File: config.mk
export PLATFORM = sky130hd
export DESIGN_NAME = samp_rand_buf
export DESIGN_NICKNAME = d
export VERILOG_FILES = /design/src/rtl/samp_rand_buf.sv
export SDC_FILE = /design/constraint.sdc
export NUM_CORES = 1
export LEC_CHECK = 0
export ABC_CLOCK_PERIOD_IN_PS = 4400
export BUFFER_PORTS_ARGS = -buffer_cell sky130_fd_sc_hd__buf_2
export CAP_MARGIN = 20
export CORE_AREA = 2 2 158 160
export DETAILED_ROUTE_END_ITERATION = 10
export DIE_AREA = 0 0 160 162
export HOLD_SLACK_MARGIN = 0.12
export PLACE_DENSITY = 0.81
export SYNTH_ARGS = -nofsm -noshare
export SYNTH_HDL_FRONTEND = slang
export SYNTH_SLANG_ARGS = --single-unit
File: constraint.sdc
create_clock -name clk -period 4.4 [get_ports clk]
set_input_delay 0.44 -clock clk [delete_from_list [all_inputs] [get_ports clk]]
set_output_delay 0.44 -clock clk [all_outputs]
set_load 0.1 [all_outputs]
File: src/rtl/samp_rand_buf.sv
// Repacks 64-bit PRNG words into 80-bit random blocks for the base sampler.
// A 24-byte FIFO-by-shift buffer; the oldest byte always sits in buf bits [7:0].
module samp_rand_buf (
    input  logic        clk,
    input  logic        rst_n,
    input  logic        flush,
    input  logic        prng_valid,
    input  logic [63:0] prng_data,
    output logic        prng_ready,
    output logic        rand_valid,
    output logic [79:0] random_bytes,
    input  logic        rand_pop,
    output logic [15:0] sample_cnt,
    output logic        err_underflow
);

    logic [191:0] data_buf, shifted_buf, ins_word, next_buf;
    logic [4:0]   cnt, base_cnt, next_cnt;
    logic         push, pop;

    assign rand_valid   = (cnt >= 5'd10);
    assign random_bytes = data_buf[79:0];
    assign prng_ready   = (cnt <= 5'd16) & ~flush;
    assign push         = prng_valid & prng_ready;
    assign pop          = rand_pop & rand_valid & ~flush;

    // Bytes above cnt are always zero, so the new word can be OR-ed in place.
    always_comb begin
        shifted_buf = data_buf;
        base_cnt    = cnt;
        if (pop) begin
            shifted_buf = {80'd0, data_buf[191:80]};
            base_cnt    = cnt - 5'd10;
        end
        ins_word = {128'd0, prng_data} << {base_cnt, 3'b000};
        next_buf = shifted_buf;
        next_cnt = base_cnt;
        if (push) begin
            next_buf = shifted_buf | ins_word;
            next_cnt = base_cnt + 5'd8;
        end
    end

    always_ff @(posedge clk or negedge rst_n) begin
        if (!rst_n) begin
            data_buf      <= '0;
            cnt           <= '0;
            sample_cnt    <= '0;
            err_underflow <= 1'b0;
        end else if (flush) begin
            data_buf      <= '0;
            cnt           <= '0;
            sample_cnt    <= '0;
            err_underflow <= 1'b0;
        end else begin
            data_buf <= next_buf;
            cnt      <= next_cnt;
            if (pop)
                sample_cnt <= sample_cnt + 16'd1;
            if (rand_pop && !rand_valid)
                err_underflow <= 1'b1;
        end
    end

endmodule

==> metrics.json <==
{
  "worst_slew_margin_rel": 0.310,
  "worst-r2r-cell-count": 8,
  "synthesis.yosys.warnings": 0,
  "avgViaCountPerCell": 7.53,
  "async_flop_share": 1.00,
  "totalNegativeSetupSlack_ps": 0,
  "drt_drc_violations_left": 0,
  "worst-slew-pin-transition_ps": 1030,
  "cts_sinks": 213,
  "cts-htree-levels": 1,
  "effective_utilization_at_floorplan": 0.595,
  "number_of_violations_reported_at_the_end_of_detailed_routing_iteration_0": 2745,
  "grt_first_pass_wirelength_um": 85200,
  "met2WireLength_um": 23500,
  "post_synth.cell_area_avg_um2": 8.65,
  "mappedNetlistNets": 1728,
  "start_kind": "flop",
  "num-nets-final": 1715,
  "synth.area.mux_share": 0.0681,
  "worst_ep_arrival_time_ps": 4180,
  "rsz_0062_raised_after_global_routing": "false",
  "distinct_cells_synth": 61,
  "setup_viol": 0,
  "dp_hpwl_um": 37700,
  "floorplan.die_area_um2": 25900,
  "clock_latency_of_the_later_clocked_register_in_the_worst_skew_pair_ps": 530,
  "achievable-frequency_mhz": 268,
  "synth-seq-area-share": 0.372,
  "grt.overflow.total": 0,
  "crit_type": "flop to flop",
  "grt_util_all_layers": 0.425,
  "drt-met1-wl_um": 21000,
  "synth_top_family_by_area": "compound AO/OA/AOI/OAI gates",
  "layout-drive-gt1-share": 0.182,
  "placeableCoreArea_um2": 24100,
  "synth-main-ff-cell": "dfrtp_1",
  "cts_made_buffers": 25,
  "routedWlPerCell_um": 28.4,
  "wl_um": 56300,
  "post_synth_xor_area_fraction": 0.00244,
  "antenna_left": 0,
  "final_common_cell": "dfrtp_1",
  "path_max_fanout": 25,
  "floorplan.io_pins": 168,
  "netlist_instances": 1656,
  "timing.final.crit_period_ps": 3730,
  "topmost_layer_with_routed_signal_wires": "met4",
  "chipWidth_um": 160,
  "finalInstanceArea_um2": 15500,
  "vdd.ir_drop.worst_mv": 0.278,
  "post_synth_instance_area_um2": 14300,
  "worst_clock_skew_ps": 8.28,
  "power.density_nw_per_um2": 349,
  "leakage_nw": 6.61,
  "place.detailed.instances": 1939,
  "clk_path_buf_depth": 3,
  "outcome": "complete, no violations",
  "synth_simple_gate_area_frac": 0.201,
  "drt_pre_antenna_iters": 8,
  "port-buffer-count": 167,
  "layout.cells.non_filler": 1981,
  "synth.ff_latch_count": 213,
  "yosys.area_share.adder": 0.00262,
  "die_height_um": 162,
  "tritoncts": "built",
  "grt_start_max_net_pins": 131,
  "min_path_type": "primary input to flop",
  "detailroute.via_count": 14900,
  "met3_wirelength_um": 8500,
  "final_report_hold_violation_count": 0,
  "placement.cell_area_um2": 14700,
  "most_frequent_cells_in_the_layout": "211 x dfrtp_1, 181 x nand2_1, 165 x buf_2",
  "number_of_flops_mapped_to_enable_cells_by_yosys": 0,
  "required_ps": 4850,
  "timing.critical_path.to_type": "flop",
  "holdPathStages": 3,
  "synth_area_in_compound_gates": 0.256,
  "placer_s_final_routability_congestion_estimate": 1.02,
  "layout-area-overhead-vs-synth_pct": 8.36,
  "floorplan.rows": 57,
  "drv_cap": 0,
  "grt_pass1_vias": 13600,
  "final_max_slew_viol_count": 0,
  "post_route_clock_period_utilization": 0.849,
  "worst_setup_hold_path_clk_slew_ps": 60,
  "number_of_antenna_violations_at_the_first_check_in_global_routing": 2,
  "cts.root.buffer_cell": "clkbuf_16"
}
-- final timing paths --
path                                    start             end  slack [ps]
worst max-delay path                   cnt[2]    data_buf[68]         670
worst min-delay path            prng_data[14]    data_buf[14]         220
worst max register to register         cnt[2]    data_buf[68]         670
worst min register to register  data_buf[131]   data_buf[131]         490
max in group asynchronous               rst_n   data_buf[100]        2740
min in group asynchronous               rst_n  sample_cnt[12]         580
-- report_power, final --
part	leakage, nW	switching (W)	total [W]	internal [W]
Sequential	2.92	0.0000828	0.00214	0.00205
Combinational	3.31	0.000982	0.00124	0.000260
Clock	0.381	0.000831	0.00205	0.00122
Total	6.61	0.00190	0.00542	0.00353
-- timing repair --
| item | 4_1_cts | 5_1_grt |
|---|---|---|
| buffers inserted | 0 | 0 |
| resized for setup | 0 | 0 |
| endpoints found under the hold margin | 93 | 0 |
| hold buffers | 1 | 0 |
-- through the flow --
step	worst slack (ps)	util	power [W]	hold WS, ps
floorplan	649	-	0.00305	144
global placement	879	0.611	0.00336	473
detailed placement	786	0.611	0.00337	473
CTS	790	0.644	0.00537	224
global route	515	0.644	0.00554	273
finish	665	0.644	0.00542	225
-- worst max-delay path: stages (launching register included) --
cell     delay [ps]
dfrtp_2         620
inv_1           150
ha_2            240
nor3b_1         540
mux2i_1         590
and4_2          630
buf_4           410
o31ai_1         200
a41oi_1         240
-- final cells by class --
type	count	area, um2
fill	2118	8580
multi-input combinational	1163	7660
timing repair buffer	213	1250
tap	324	405
clock inverter	4	70.1
inverter	27	101
clock buffer	36	707
antenna	1	2.50
sequential	213	5340
-- metal layers --
layer | up-vias | GRT usage
li1 | 6206 | -
met1 | 7108 | 0.596
met2 | 1352 | 0.621
met3 | 247 | 0.113
met4 | 0 | 0.192
met5 | - | 0
-- cell usage after synthesis, types with 26 or more instances --
| library cell | count | share of area |
|---|---|---|
| dfrtp_1 | 213 | 0.37 |
| nand2_1 | 181 | 0.047 |
| clkbuf_1 | 126 | 0.033 |
| nor2_1 | 124 | 0.032 |
| o221ai_1 | 88 | 0.054 |
| mux2i_1 | 84 | 0.059 |
| buf_4 | 82 | 0.043 |
| nand4_1 | 77 | 0.034 |
| nor3_1 | 58 | 0.020 |
| a21oi_1 | 41 | 0.014 |
| nand3_1 | 40 | 0.014 |
| a31oi_1 | 35 | 0.015 |
| a22o_1 | 32 | 0.020 |
| buf_2 | 31 | 0.011 |
| o21ai_0 | 30 | 0.010 |
| a311o_1 | 28 | 0.020 |
| nand2b_1 | 27 | 0.012 |
| a32oi_1 | 26 | 0.016 |
-- state kept, by name, summed over array words and instances, names as in the netlist --
signal and flops:
cnt 4, data_buf 192, err_underflow 1, sample_cnt 16
-- cells by family (layout without fill, tap and decap cells) --
| kind of cell | Yosys count | after routing |
|---|---|---|
| xor+xnor | 4 | 4 |
| mux | 96 | 96 |
| flops | 213 | 213 |
| compound gates | 466 | 466 |
| buf+inv | 280 | 280 |
| fa+ha+maj | 3 | 3 |
| other cells | 0 | 1 |
| simple gates | 594 | 594 |
No activity file was read; power rests on OpenSTA's default activity.
